--- src/rtl/pipe_stall_ctrl.sv ---
// Central stall/flush controller for the 5-stage pipeline.
// Merges per-stage stall requests into a hold vector, turns an exception into a
// same-cycle flush with a redirect address, and tracks stall duration for a
// hang watchdog and a saturating stalled-cycle counter.
module pipe_stall_ctrl #(
    parameter int unsigned TIMEOUT = 256,
    parameter int unsigned CNT_W   = 32
) (
    input  logic             clk,
    input  logic             rst,
    input  logic             stallreq_if,
    input  logic             stallreq_id,
    input  logic             stallreq_ex,
    input  logic             stallreq_mem,
    input  logic             excp_valid,
    input  logic [31:0]      excp_target,
    input  logic             cnt_clr,
    output logic [5:0]       stall,
    output logic             flush,
    output logic [31:0]      new_pc,
    output logic             stall_timeout,
    output logic [CNT_W-1:0] stall_cycles,
    output logic [1:0]       ctrl_state
);

    localparam int unsigned SLEN_W = $clog2(TIMEOUT) + 1;
    localparam logic [SLEN_W-1:0] SLEN_SAT  = SLEN_W'(TIMEOUT);
    localparam logic [SLEN_W-1:0] SLEN_LAST = SLEN_W'(TIMEOUT - 1);

    typedef enum logic [1:0] {
        ST_RUN     = 2'b00,
        ST_STALL   = 2'b01,
        ST_TIMEOUT = 2'b10
    } state_t;

    state_t            state;
    state_t            state_nxt;
    logic [SLEN_W-1:0] slen;
    logic              any_stall;
    logic              timeout_hit;

    // Stall priority encoder and flush/redirect; forced quiet while in reset
    always_comb begin
        stall  = '0;
        flush  = 1'b0;
        new_pc = '0;
        if (rst) begin
            if (excp_valid) begin
                flush  = 1'b1;
                new_pc = excp_target;
            end else if (stallreq_mem) begin
                stall = 6'b011111;
            end else if (stallreq_ex) begin
                stall = 6'b001111;
            end else if (stallreq_id) begin
                stall = 6'b000111;
            end else if (stallreq_if) begin
                stall = 6'b000011;
            end
        end
    end

    assign any_stall   = |stall;
    assign timeout_hit = any_stall && (slen == SLEN_LAST);

    // Consecutive-stall length, saturating at TIMEOUT, cleared by any free cycle
    always_ff @(posedge clk or negedge rst) begin
        if (!rst) begin
            slen <= '0;
        end else if (!any_stall) begin
            slen <= '0;
        end else if (slen < SLEN_SAT) begin
            slen <= slen + 1'b1;
        end
    end

    // Sticky watchdog flag, only a flush (or reset) clears it
    always_ff @(posedge clk or negedge rst) begin
        if (!rst) begin
            stall_timeout <= 1'b0;
        end else if (excp_valid) begin
            stall_timeout <= 1'b0;
        end else if (timeout_hit) begin
            stall_timeout <= 1'b1;
        end
    end

    // Saturating stalled-cycle counter; clear beats increment
    always_ff @(posedge clk or negedge rst) begin
        if (!rst) begin
            stall_cycles <= '0;
        end else if (cnt_clr) begin
            stall_cycles <= '0;
        end else if (any_stall && (stall_cycles != '1)) begin
            stall_cycles <= stall_cycles + 1'b1;
        end
    end

    // FSM state register
    always_ff @(posedge clk or negedge rst) begin
        if (!rst) begin
            state <= ST_RUN;
        end else begin
            state <= state_nxt;
        end
    end

    // FSM next-state logic; exception returns to RUN from anywhere
    always_comb begin
        state_nxt = state;
        if (excp_valid) begin
            state_nxt = ST_RUN;
        end else begin
            case (state)
                ST_RUN: begin
                    if (any_stall) state_nxt = ST_STALL;
                end
                ST_STALL: begin
                    if (!any_stall)       state_nxt = ST_RUN;
                    else if (timeout_hit) state_nxt = ST_TIMEOUT;
                end
                ST_TIMEOUT: begin
                    if (!any_stall) state_nxt = ST_RUN;
                end
                default: state_nxt = ST_RUN;
            endcase
        end
    end

    // FSM output: state is exposed for observation only
    always_comb begin
        ctrl_state = state;
    end

endmodule

--- config.mk ---
export PLATFORM = sky130hd
export DESIGN_NAME = pipe_stall_ctrl
export DESIGN_NICKNAME = d
export VERILOG_FILES = /design/src/rtl/pipe_stall_ctrl.sv
export SDC_FILE = /design/constraint.sdc
export NUM_CORES = 1
export LEC_CHECK = 0
export BUFFER_PORTS_ARGS = -buffer_cell sky130_fd_sc_hd__buf_2
export CORE_MARGIN = 2
export CORE_UTILIZATION = 43
export DETAILED_ROUTE_END_ITERATION = 12
export PLACE_DENSITY = 0.76
export SLEW_MARGIN = 20
export SYNTH_ARGS = -nofsm -noshare
export SYNTH_HDL_FRONTEND = slang
export SYNTH_SLANG_ARGS = --single-unit
export TNS_END_PERCENT = 30
--- constraint.sdc ---
create_clock -name clk -period 1.8 [get_ports clk]
set_input_delay 0.09 -clock clk [delete_from_list [all_inputs] [get_ports clk]]
set_output_delay 0.09 -clock clk [all_outputs]
set_load 0.1 [all_outputs]
Word level (Yosys, flattened, before mapping)
Cells that the tools add are included.
{ "totals": {"reg_bits": 44, "output_inout_bits": 74} }
{ "op_classes": {"n_addsub": 2, "order_cmp": 1, "n_eq_ne": 8, "n_mux": 22, "reduce_logical": 7} }
{ "op_table": {"columns": ["op", "n"], "rows": [
  ["two-way mux 32 bit", 4],
  ["adder 32 x 1 -> 32 bit, second input constant", 1],
  ["inequality test 32 bit, second input constant", 1],
  ["two-way mux 9 bit", 2],
  ["two-way mux 2 bit", 6],
  ["two-way mux 5 bit", 2],
  ["adder 9 x 1 -> 9 bit, second input constant", 1],
  ["equality test 9 x 8 -> 1 bit, second input constant", 1],
  ["< comparator 9 bit, second input constant", 1],
  ["two-way mux 6 bit", 1],
  ["inequality test 3 bit, second input constant", 2],
  ["one-hot mux 2 bit (3 select lines)", 1],
  ["OR reduction 6 bit", 1],
  ["two-way mux 1 bit", 4],
  ["two-way mux 4 bit", 1],
  ["inequality test 4 bit, second input constant", 1],
  ["nonzero test 2 bit", 2],
  ["two-way mux 3 bit", 1],
  ["AND reduction 3 bit", 1],
  ["equality test 2 x 1 -> 1 bit, second input constant", 1],
  ["equality test 2 bit, second input constant", 1],
  ["logical AND 1 bit", 2],
  ["logical NOT 2 bit", 1],
  ["inequality test 2 x 1 -> 1 bit, second input constant", 1]
]} }

Logic depth before layout (Yosys ltp)
Gate-level depths: netlist of the first run.
{ "depth": {"depth_word": 12, "depth_mapped": 7, "mapped_depth_nobuf": 7} }

Worst setup path before layout of the first run
Ideal clock, no wire load.
{ "synth_path": {"path_kind": "reg2reg", "start": "register stall_cycles[0]", "end": "register stall_cycles[27]", "setup_ns": 0.125, "arrival_time_ns": 2.589, "required_ns": 1.675, "setup_slack_ns": -0.914, "stages_incl_launch_ff": 8, "path_buffers": 1, "path_cell_list": "dfrtp_1 -> ha_1 -> and4_1 -> nand4_1 -> o31ai_4 -> buf_6 -> nor4_2 -> mux2_4"} }
{ "synth_between": {"elab_chain_len": 3, "elab_cells_between_ends": 6, "cone_classes": "add/sub (1); eq/ne (1); mux (2); reduce/logical (2)"} }
{ "synth_rtl": {"columns": ["element", "line", "source"], "rows": [
  ["start: declaration", "22", "output logic [CNT_W-1:0] stall_cycles,"],
  ["start signal: assignment", "95", "stall_cycles <= stall_cycles + 1'b1;"],
  ["adder 32 x 1 -> 32 bit or inequality test 32 bit (tied branches)", "95, 94", null],
  ["two-way mux 32 bit or logical AND 1 bit (tied branches)", "94", "end else if (any_stall && (stall_cycles != '1)) begin"],
  ["two-way mux 32 bit or nonzero test 2 bit (tied branches)", null, null]
]} }
Several ways; a longest one is shown, not always the timed one. The select of a mux whose other input is x is not followed.
A chain may end at the register's enable or synchronous reset.

Worst setup path after layout of the first run
{ "layout_path": {"start": "register stall_cycles[21]", "end": "register stall_cycles[30]"} }
The elaborated chain is that of the path after synthesis.

==> impl_metrics.ini, run 1 <==
[drt]
wl_met3_um = 627
dr.first_iter.drc_count = 194
wl_per_cell_um = 17.68
m1WireLength_um = 3596
antenna_left = 0
wl_um = 9567
wl_met2_um = 5100
top_layer = met4
vias = 3115
drc = 0
first_pass_iters = 5
drt-vias-per-instance = 5.758

[floorplanning]
start_util = 0.4460
rows = 28
fp.dieH_um = 82.60
dieArea_um2 = 6822
die_w_um = 82.60
core_area_um2 = 5956
pin_count = 114

[placed_design]
gp_congestion = 0.8332
hpwl_um = 6650
dpl.cell_count = 526
portBuffers = 112
placed_cell_area_um2 = 4362
preCtsSetupSlack_ns = -0.1739

[logic_synthesis]
synth.distinct_cells = 43
syn_avg_cell_area_um2 = 9.004
mappedNetlistArea_um2 = 2656
synth-seq-cells = 44
netlist_instances = 295
synth_fp_nets = 338
ys_seq_area_frac = 0.4145
ys.warnings.count = 0

[timing]
post-route-min-period_ns = 2.031
worst_pin_slew_ns = 0.5453
fin_worst_skew_ns = 0.01817
hold_viol = 0
fmax_mhz = 492.3
slew_viol_final = 0
rsz0062_at_grt = yes
setup_viol = 29
min_period_over_period = 1.129
final.setup.worst_slack_ns = -0.2313
max_slew_margin = 0.6331

[critical_path]
ff2ff_path_depth = 6
crit_type = reg2reg
rrSetupSlack_ns = -0.23
rr_endpoint = stall_cycles[30]
cp_max_fo = 5
cp_num_buf_inv = 1
path_cells = nand4_4 > buf_4 > nor3_1 > nand4_1 > or4_1 > a21oi_1
crit_family = simple AND/OR/NAND/NOR gates
critPathRequiredTime_ns = 2.03
slowest_delay_ns = 0.47
crit_slowest_cell = or4_1
critical_path_arrival_ns = 2.26
reg2reg_from = stall_cycles[21]
cp-end-kind = flop
startpoint_type = flop

[clock_tree]
cts_root_buffer = clkbuf_8
ctsHtreeMaxLevel = 2
clk_latency_ns = 0.31
cts_sinks = 44
cts_buffers = 5
clk_path_buf_depth = 2
clk_pin_slew_ns = 0.10
tritoncts = yes

[run_status]
status = finished with violations
violations = negative setup slack

[pwr]
ir_worst_vdd_mv = 0.3025
p_comb_frac = 0.264
power.share.clock = 0.334
power.switching_uw = 825.2
internal_power_uw = 1664
power.leakage_uw = 0.002170
powerDensity_nw_per_um2 = 533.6
total_power_uw = 2490
p_sw_frac = 0.3315
p_seq_frac = 0.402

[worst_hold_path]
hold_end = stall_cycles[21]
min_path_type = in2reg
hold_path_depth = 2
min-delay-start = cnt_clr

[cells_and_area]
area_growth_pct = 75.65
layout.cells.most_common = buf_2
final_cell_mix = buf_2 (75), buf_4 (59), buf_12 (38)
final_area_um2 = 4666
layoutNonFillerInstCount = 541
final_nets = 508
final_layout_size_suffix_gt1_frac = 0.5408
n_antenna_cell = 0

[job]
drv_cap = 0

[global_route]
gr-total-overflow = 0
grt_pass1_wl_um = 14120
grt_max_degree = 41
grt_pass1_vias = 2999
grt_util_all_layers = 0.2714
grt_antenna_before_repair = 0
Yosys cell counts:
cell type | number | share of area
o21ai_0 | 13 | 0.024
ha_1 | 3 | 0.014
a21oi_1 | 22 | 0.041
buf_4 | 3 | 0.0085
nor4_2 | 1 | 0.0047
inv_1 | 6 | 0.0085
nor3_1 | 3 | 0.0057
a311oi_1 | 1 | 0.0033
nor2b_1 | 7 | 0.016
mux2_1 | 1 | 0.0042
nand2_1 | 18 | 0.025
mux2i_1 | 2 | 0.0075
a31oi_1 | 2 | 0.0047
o311ai_1 | 1 | 0.0033
xor2_1 | 8 | 0.026
conb_1 | 1 | 0.0014
mux2_2 | 4 | 0.017
nor3b_1 | 1 | 0.0028
nand4_1 | 8 | 0.019
clkbuf_1 | 11 | 0.016
o2111ai_2 | 1 | 0.0057
xnor2_1 | 3 | 0.0099
nand3_1 | 10 | 0.019
nand2b_1 | 1 | 0.0024
o21ai_1 | 1 | 0.0019
o31ai_4 | 1 | 0.0080
or4_1 | 8 | 0.023
o31ai_2 | 1 | 0.0047
and2_1 | 4 | 0.0094
and4_1 | 7 | 0.023
a211oi_1 | 3 | 0.0085
nor4_1 | 5 | 0.012
nand3b_1 | 1 | 0.0028
mux2_4 | 1 | 0.0057
dfrtp_1 | 44 | 0.41
or3_1 | 13 | 0.031
nand4_2 | 2 | 0.0094
and4b_1 | 1 | 0.0038
buf_6 | 2 | 0.0085
buf_2 | 1 | 0.0019
nor2_1 | 26 | 0.037
o31ai_1 | 8 | 0.023
and3_1 | 35 | 0.082
metal layers:
| metal | up-vias | global-route usage |
|---|---|---|
| li1 | 1426 | - |
| met1 | 1515 | 0.3010 |
| met2 | 148 | 0.5169 |
| met3 | 26 | 0.06630 |
| met4 | 0 | 0.06393 |
| met5 | - | 0 |
worst max-delay path by stage:
stage / from / endpoint / slack [ns] / cells past startpoint
2_1_floorplan: stall_cycles[23] / stall_cycles[27] / -0.38 / 7
3_3_place_gp: stall_cycles[0] / stall_cycles[30] / -0.1 / 6
3_5_place_dp: stall_cycles[21] / stall_cycles[9] / -0.17 / 6
4_1_cts: stall_cycles[0] / stall_cycles[27] / -0.18 / 7
5_1_grt: stall_cycles[0] / stall_cycles[19] / -0.25 / 8
6_report: stall_cycles[21] / stall_cycles[30] / -0.23 / 6
power by group through the flow:
stage          Sequential, uW  Clock (uW)  Combinational (uW)
2_1_floorplan            1050           0                 348
3_3_place_gp             1020           0                 641
3_5_place_dp             1020           0                 650
4_1_cts                  1000         825                 658
5_1_grt                  1000         873                 683
6_report                 1000         830                 658
per-stage QoR:
stage / utilization / hold WS [ns] / TNS [ns]
after floorplan: - / -0.2056 / -7.129
after global placement: 0.7324 / 0.1109 / -1.034
after detailed placement: 0.7324 / 0.1158 / -2.544
after CTS: 0.7691 / 0.2299 / -2.825
after global routing: 0.7834 / 0.2623 / -4.687
final: 0.7834 / 0.2463 / -3.066
flip-flops by register name, summed over array words and instances (netlist names):
signal         count
stall_cycles      32
ctrl_state         2
slen               9
stall_timeout      1
kinds of logic after synthesis:
logic type,Yosys count,synth area share
DFF,44,0.4145
AOI/OAI and AO/OA,54,0.1286
buffers and inverters,23,0.04286
adders and majority gates,3,0.01413
other,1,0.001412
and+or+nand+nor,151,0.3278
muxes,8,0.03438
xor gates and xnor gates,11,0.03627
area by class of cell:
cell class / count / area [um2]
clock buffers: 6 / 82.58
clock inverters: 2 / 38.79
fillers: 367 / 1290
inverters: 6 / 22.52
multi-input cells: 228 / 1582
flip-flops and latches: 44 / 1179
well taps: 75 / 93.84
repair buffers: 180 / 1668
repair_timing:
action / 4_1_cts / 5_1_grt
pin swaps: 5 / 7
hold buffers: 1 / 0
setup buffers: 4 / 1
setup endpoints to repair: 28 / 30
cloned: 1 / 0
endpoints found under the hold margin: 44 / 0
resized for setup: 12 / 18
Note: power is estimated with default switching activity, not from simulation.
==> run 2: changes to the inputs <==
Settings changed: CORE_UTILIZATION 43 to 48, PLACE_DENSITY 0.76 to 0.8.
Clock period 1.8 ns to 2.3 ns, I/O delays scaled along.
==> impl_metrics.ini, run 2 (same netlist as run 1, synthesis figures left out) <==
[clock_tree]
clk_latency_ns = 0.30
clk_pin_slew_ns = 0.08
clk_path_buf_depth = 2
tritoncts = yes
cts_root_buffer = clkbuf_8
ctsHtreeMaxLevel = 2
cts_buffers = 5
post_cts_buffers = 0
cts_sinks = 44

[pwr]
power.switching_uw = 597.9
ir_worst_vdd_mv = 0.3162
power.leakage_uw = 0.001721
p_sw_frac = 0.3509
internal_power_uw = 1106
powerDensity_nw_per_um2 = 483.6
p_comb_frac = 0.236
power.share.clock = 0.305
p_seq_frac = 0.459

[timing]
hold_viol = 0
post-route-min-period_ns = 2.209
min_period_over_period = 0.9603
worst_pin_slew_ns = 0.6637
max_slew_margin = 0.5575
slew_viol_final = 0
fin_worst_skew_ns = 0.008507
rsz0062_at_grt = yes
fmax_mhz = 452.7
holdWs_ns = 0.2054
setup_viol = 0

[cells_and_area]
final_nets = 454
final_cell_mix = buf_2 (109), and3_1 (35), dfrtp_2 (30)
largest_register = stall_cycles
largest_reg_flops = 32
n_antenna_cell = 0
layout.cells.most_common = buf_2
area_growth_pct = 32.64
final_layout_size_suffix_gt1_frac = 0.4320
final_area_um2 = 3523

[drt]
drt-vias-per-instance = 5.552
dr.first_iter.drc_count = 178
drc = 0
wl_per_cell_um = 14.01
first_pass_iters = 4
wl_um = 6781
vias = 2687
antenna_left = 0

[global_route]
grt_max_degree = 38
grt_pass1_vias = 2422
grt_util_all_layers = 0.2248
grt_antenna_before_repair = 0
gr-total-overflow = 0
grt_pass1_wl_um = 10940

[floorplanning]
start_util = 0.4884
rows = 27
fp.dieH_um = 78.39
die_w_um = 78.39
core_area_um2 = 5439
dieArea_um2 = 6145
pin_count = 114

[worst_hold_path]
min_path_type = in2async

[critical_path]
slowest_delay_ns = 0.52
path_cells = ha_1 > and4_1 > nand4_1 > o2111ai_2 > or4_1 > a21oi_1
crit_start = stall_cycles[0]
startpoint_type = flop
crit_slowest_cell = or4_1
crit_type = reg2reg
critPathRequiredTime_ns = 2.52
cp_max_fo = 6
cp-end-kind = flop
reg2reg_from = stall_cycles[0]
critical_path_arrival_ns = 2.43

[placed_design]
hpwl_um = 5071
portBuffers = 112
gp_congestion = 0.8743
placed_cell_area_um2 = 3403

[job]
drv_cap = 0

[run_status]
status = finished clean
run 2: power by group through the flow:
stage,Clock [uW],Sequential (uW),Combinational [uW]
2_1_floorplan,0,823,271
3_3_place_gp,0,797,401
3_5_place_dp,0,798,404
4_1_cts,526,782,406
5_1_grt,558,783,424
6_report,519,782,403
run 2: final timing paths:
path,slack [ns],cells past startpoint,end
max reg2reg,0.09,6,stall_cycles[29]
min reg2reg,0.49,1,ctrl_state[0]
max in group asynchronous,1.35,3,stall_cycles[14]
max,0.09,6,stall_cycles[29]
min in group clk,0.32,3,stall_timeout
min,0.21,2,stall_cycles[4]
run 2: area by class of cell:
class,count,area (um2)
well taps,72,90.09
flip-flops and latches,44,1146
fillers,447,1916
multi-input cells,228,1454
clock inverters,2,15.01
inverters,6,22.52
repair buffers,126,713.2
clock buffers,6,82.58
run 2: worst max-delay path: cells and delay by family (launching register included):
kind | cells | cell delay (ns)
adder cells (fa/ha/maj) | 1 | 0.22
flip-flops | 1 | 0.48
AND/OR/NAND/NOR | 3 | 1.02
AO/OA/AOI/OAI | 2 | 0.41
run 2: metal layers:
| metal | up-vias | GRT usage | share of wire | wire (um) |
|---|---|---|---|---|
| li1 | 1315 | - | - | - |
| met1 | 1262 | 0.2672 | 0.41 | 2759 |
| met2 | 103 | 0.4017 | 0.52 | 3496 |
| met3 | 7 | 0.05287 | 0.065 | 443 |
| met4 | 0 | 0.07018 | 0.012 | 82 |
| met5 | - | 0 | 0 | 0 |
run 2: what timing repair did:
item | in CTS | in global routing
resized for setup | 0 | 2
hold buffers | 1 | 0
setup endpoints to repair | 0 | 4
endpoints found under the hold margin | 7 | 0
run 2: per-stage QoR:
step	setup WS (ns)	total power, uW	TNS [ns]	cells	util
after floorplan	0.001249	1094	0	295	-
after global placement	0.1264	1198	0	475	0.6257
after detailed placement	0.08787	1201	0	475	0.6257
after CTS	0.08226	1714	0	484	0.6455
after global routing	-0.01795	1765	-0.03740	484	0.6478
final	0.09126	1704	0	484	0.6478
==> run 3: changes to the inputs <==
Settings changed: ABC_AREA set to 1, CORE_UTILIZATION 48 to 52, CTS_BUF_LIST set to sky130_fd_sc_hd__clkbuf_8, MAX_ROUTING_LAYER set to met4, PLACE_DENSITY 0.8 to 0.83.
==> impl_metrics.ini, run 3 <==
[cells_and_area]
fillers = 442
register_area_um2 = 1104
final_layout_size_suffix_gt1_frac = 0.2373
largest_register = stall_cycles
multi_input_area_um2 = 1665
fin_util = 0.7504
layout.cells.most_common = nand2_1
n_antenna_cell = 0
area_growth_pct = 41.21
final_cell_mix = nand2_1 (164), nor2_1 (109), buf_2 (77)
final_nets = 653
largest_reg_flops = 32

[timing]
fin_setup_tns_ns = 0
rsz0062_at_grt = no
max_slew_margin = 0.6538
holdWs_ns = 0.02361
fmax_mhz = 493.6
slew_viol_final = 0
worst_pin_slew_ns = 0.5162
setup_viol = 0
hold_viol = 0
min_period_over_period = 0.8808
post-route-min-period_ns = 2.026
fin_worst_skew_ns = 0.007982

[drt]
drc = 0
first_pass_iters = 5
dr.first_iter.drc_count = 246
drt-vias-per-instance = 5.095
wl_per_cell_um = 12.99
antenna_left = 0
vias = 3495
wl_um = 8909

[global_route]
met1_usage = 0.3265
grt.met2_usage = 0.4992
grt_antenna_before_repair = 0
grt_pass1_wl_um = 14240
gr-total-overflow = 0
grt_util_all_layers = 0.2863
grt_pass1_vias = 3206
grt_max_degree = 46
grt-busiest-layer = met2
globalRouteMet3Util = 0.05222

[logic_synthesis]
synthFlopType = dfrtp_1
synthTopCellsByArea = dfrtp_1 (35%), nand2_1 (20%), nor2_1 (13%), inv_1 (8.0%), nand3_1 (4.2%)
synth_edf_count = 0
synth-simple-area-share = 0.4648
synth.distinct_cells = 31
ys.warnings.count = 0
ys_seq_area_frac = 0.3541
synthArstFlopShare = 1.000
yosys-top-cells-count = nand2_1 (164), nor2_1 (109), inv_1 (66)
synthAdderAreaFrac = 0.01207
synth_top_area_cell = dfrtp_1
mappedNetlistArea_um2 = 3109
synth-seq-cells = 44
netlist_instances = 497
syn_avg_cell_area_um2 = 6.256
synth_fp_nets = 540
muxShareOfSynthArea = 0
synth_compound_area_frac = 0.02656
synthXorXnorAreaFrac = 0.03099
yosysTopAreaCellShare = 0.3541
synth.most_common_cell = nand2_1
synth_top_family_by_area = simple AND/OR/NAND/NOR gates

[clock_tree]
clk_latency_ns = 0.31
tritoncts = yes
clk_pin_slew_ns = 0.08
cts_buffers = 5
cts_root_buffer = clkbuf_8
cts_sinks = 44
ctsHtreeMaxLevel = 2
clk_path_buf_depth = 2

[pwr]
power.share.clock = 0.326
ir_worst_vdd_mv = 0.3492
power.switching_uw = 659.3
power.leakage_uw = 0.002313
internal_power_uw = 1253
p_comb_frac = 0.264
powerDensity_nw_per_um2 = 435.5
p_sw_frac = 0.3448
p_seq_frac = 0.410

[placed_design]
hpwl_um = 6904
gp_congestion = 0.9754
portBuffers = 112

[floorplanning]
pin_count = 114
dieArea_um2 = 6614
rows = 28
core_area_um2 = 5851
fp.dieH_um = 81.33
start_util = 0.5314
die_w_um = 81.33

[critical_path]
ff2ff_path_depth = 11
crit_type = in2out
cp_max_fo = 45
cp-end-kind = output port
critPathRequiredTime_ns = 2.18
critical_path_arrival_ns = 1.91
startpoint_type = input pin

[job]
drv_cap = 0

[worst_hold_path]
min_path_type = in2reg
hold_path_depth = 2

[run_status]
status = finished clean
-- run 3: kinds of logic after synthesis --
kind of cell             after synthesis
AND/OR/NAND/NOR                      341
AO/OA/AOI/OAI                         14
XOR/XNOR                              11
adder cells (fa/ha/maj)                3
other                                  1
flip-flops                            44
buffers and inverters                 83
-- run 3: power by group through the flow --
stage	Combinational, uW	Sequential (uW)	Clock, uW
floorplan	293	822	0
global placement	498	799	0
detailed placement	503	800	0
CTS	505	784	628
global route	528	785	654
finish	505	784	623
-- run 3: stage by stage --
step                      std cells  area (um2)  power (uW)  setup WS [ns]
final                           686        4390        1912         0.2741
after global routing            686        4390        1967        0.09585
after CTS                       686        4387        1917        0.09734
after detailed placement        677        4262        1303         0.4734
after global placement          677        4262        1297         0.5733
after floorplan                 497        3112        1115        0.02146
-- run 3: worst max-delay path: stages --
cell,delay [ns]
dlygate4sd3_1,0.52
buf_2,0.12
buf_6,0.36
nand2_1,0.10
buf_4,0.24
nor2_1,0.23
buf_12,0.21
-- run 3: final cells by class --
class                   count  area share
clock inverters             3     0.01054
flip-flops and latches     44      0.2514
multi-input cells         370      0.3793
well taps                  75     0.02137
repair buffers            119      0.2608
clock buffers               5     0.01567
inverters                  70     0.06099
-- run 3: final timing paths --
kind                                      start               end  slack, ns
worst max-delay path                        rst        new_pc[17]       0.27
worst min-delay path                 excp_valid     stall_timeout       0.02
worst max register to register  stall_cycles[0]  stall_cycles[31]       0.45
worst min register to register    ctrl_state[1]     ctrl_state[0]       0.50
max in group asynchronous                   rst   stall_cycles[0]       1.62
min in group asynchronous                   rst           slen[6]       0.37
-- run 3: metal layers --
metal,wire [um],share of wire
met3,744,0.084
met4,138,0.015
met5,0,0
met2,4363,0.49
met1,3662,0.41
-- run 3: what timing repair did --
item	in CTS	in global routing
endpoints found under the hold margin	44	0
hold buffers	1	0
setup endpoints to repair	0	32
buffers inserted	0	0
resized for setup	0	1
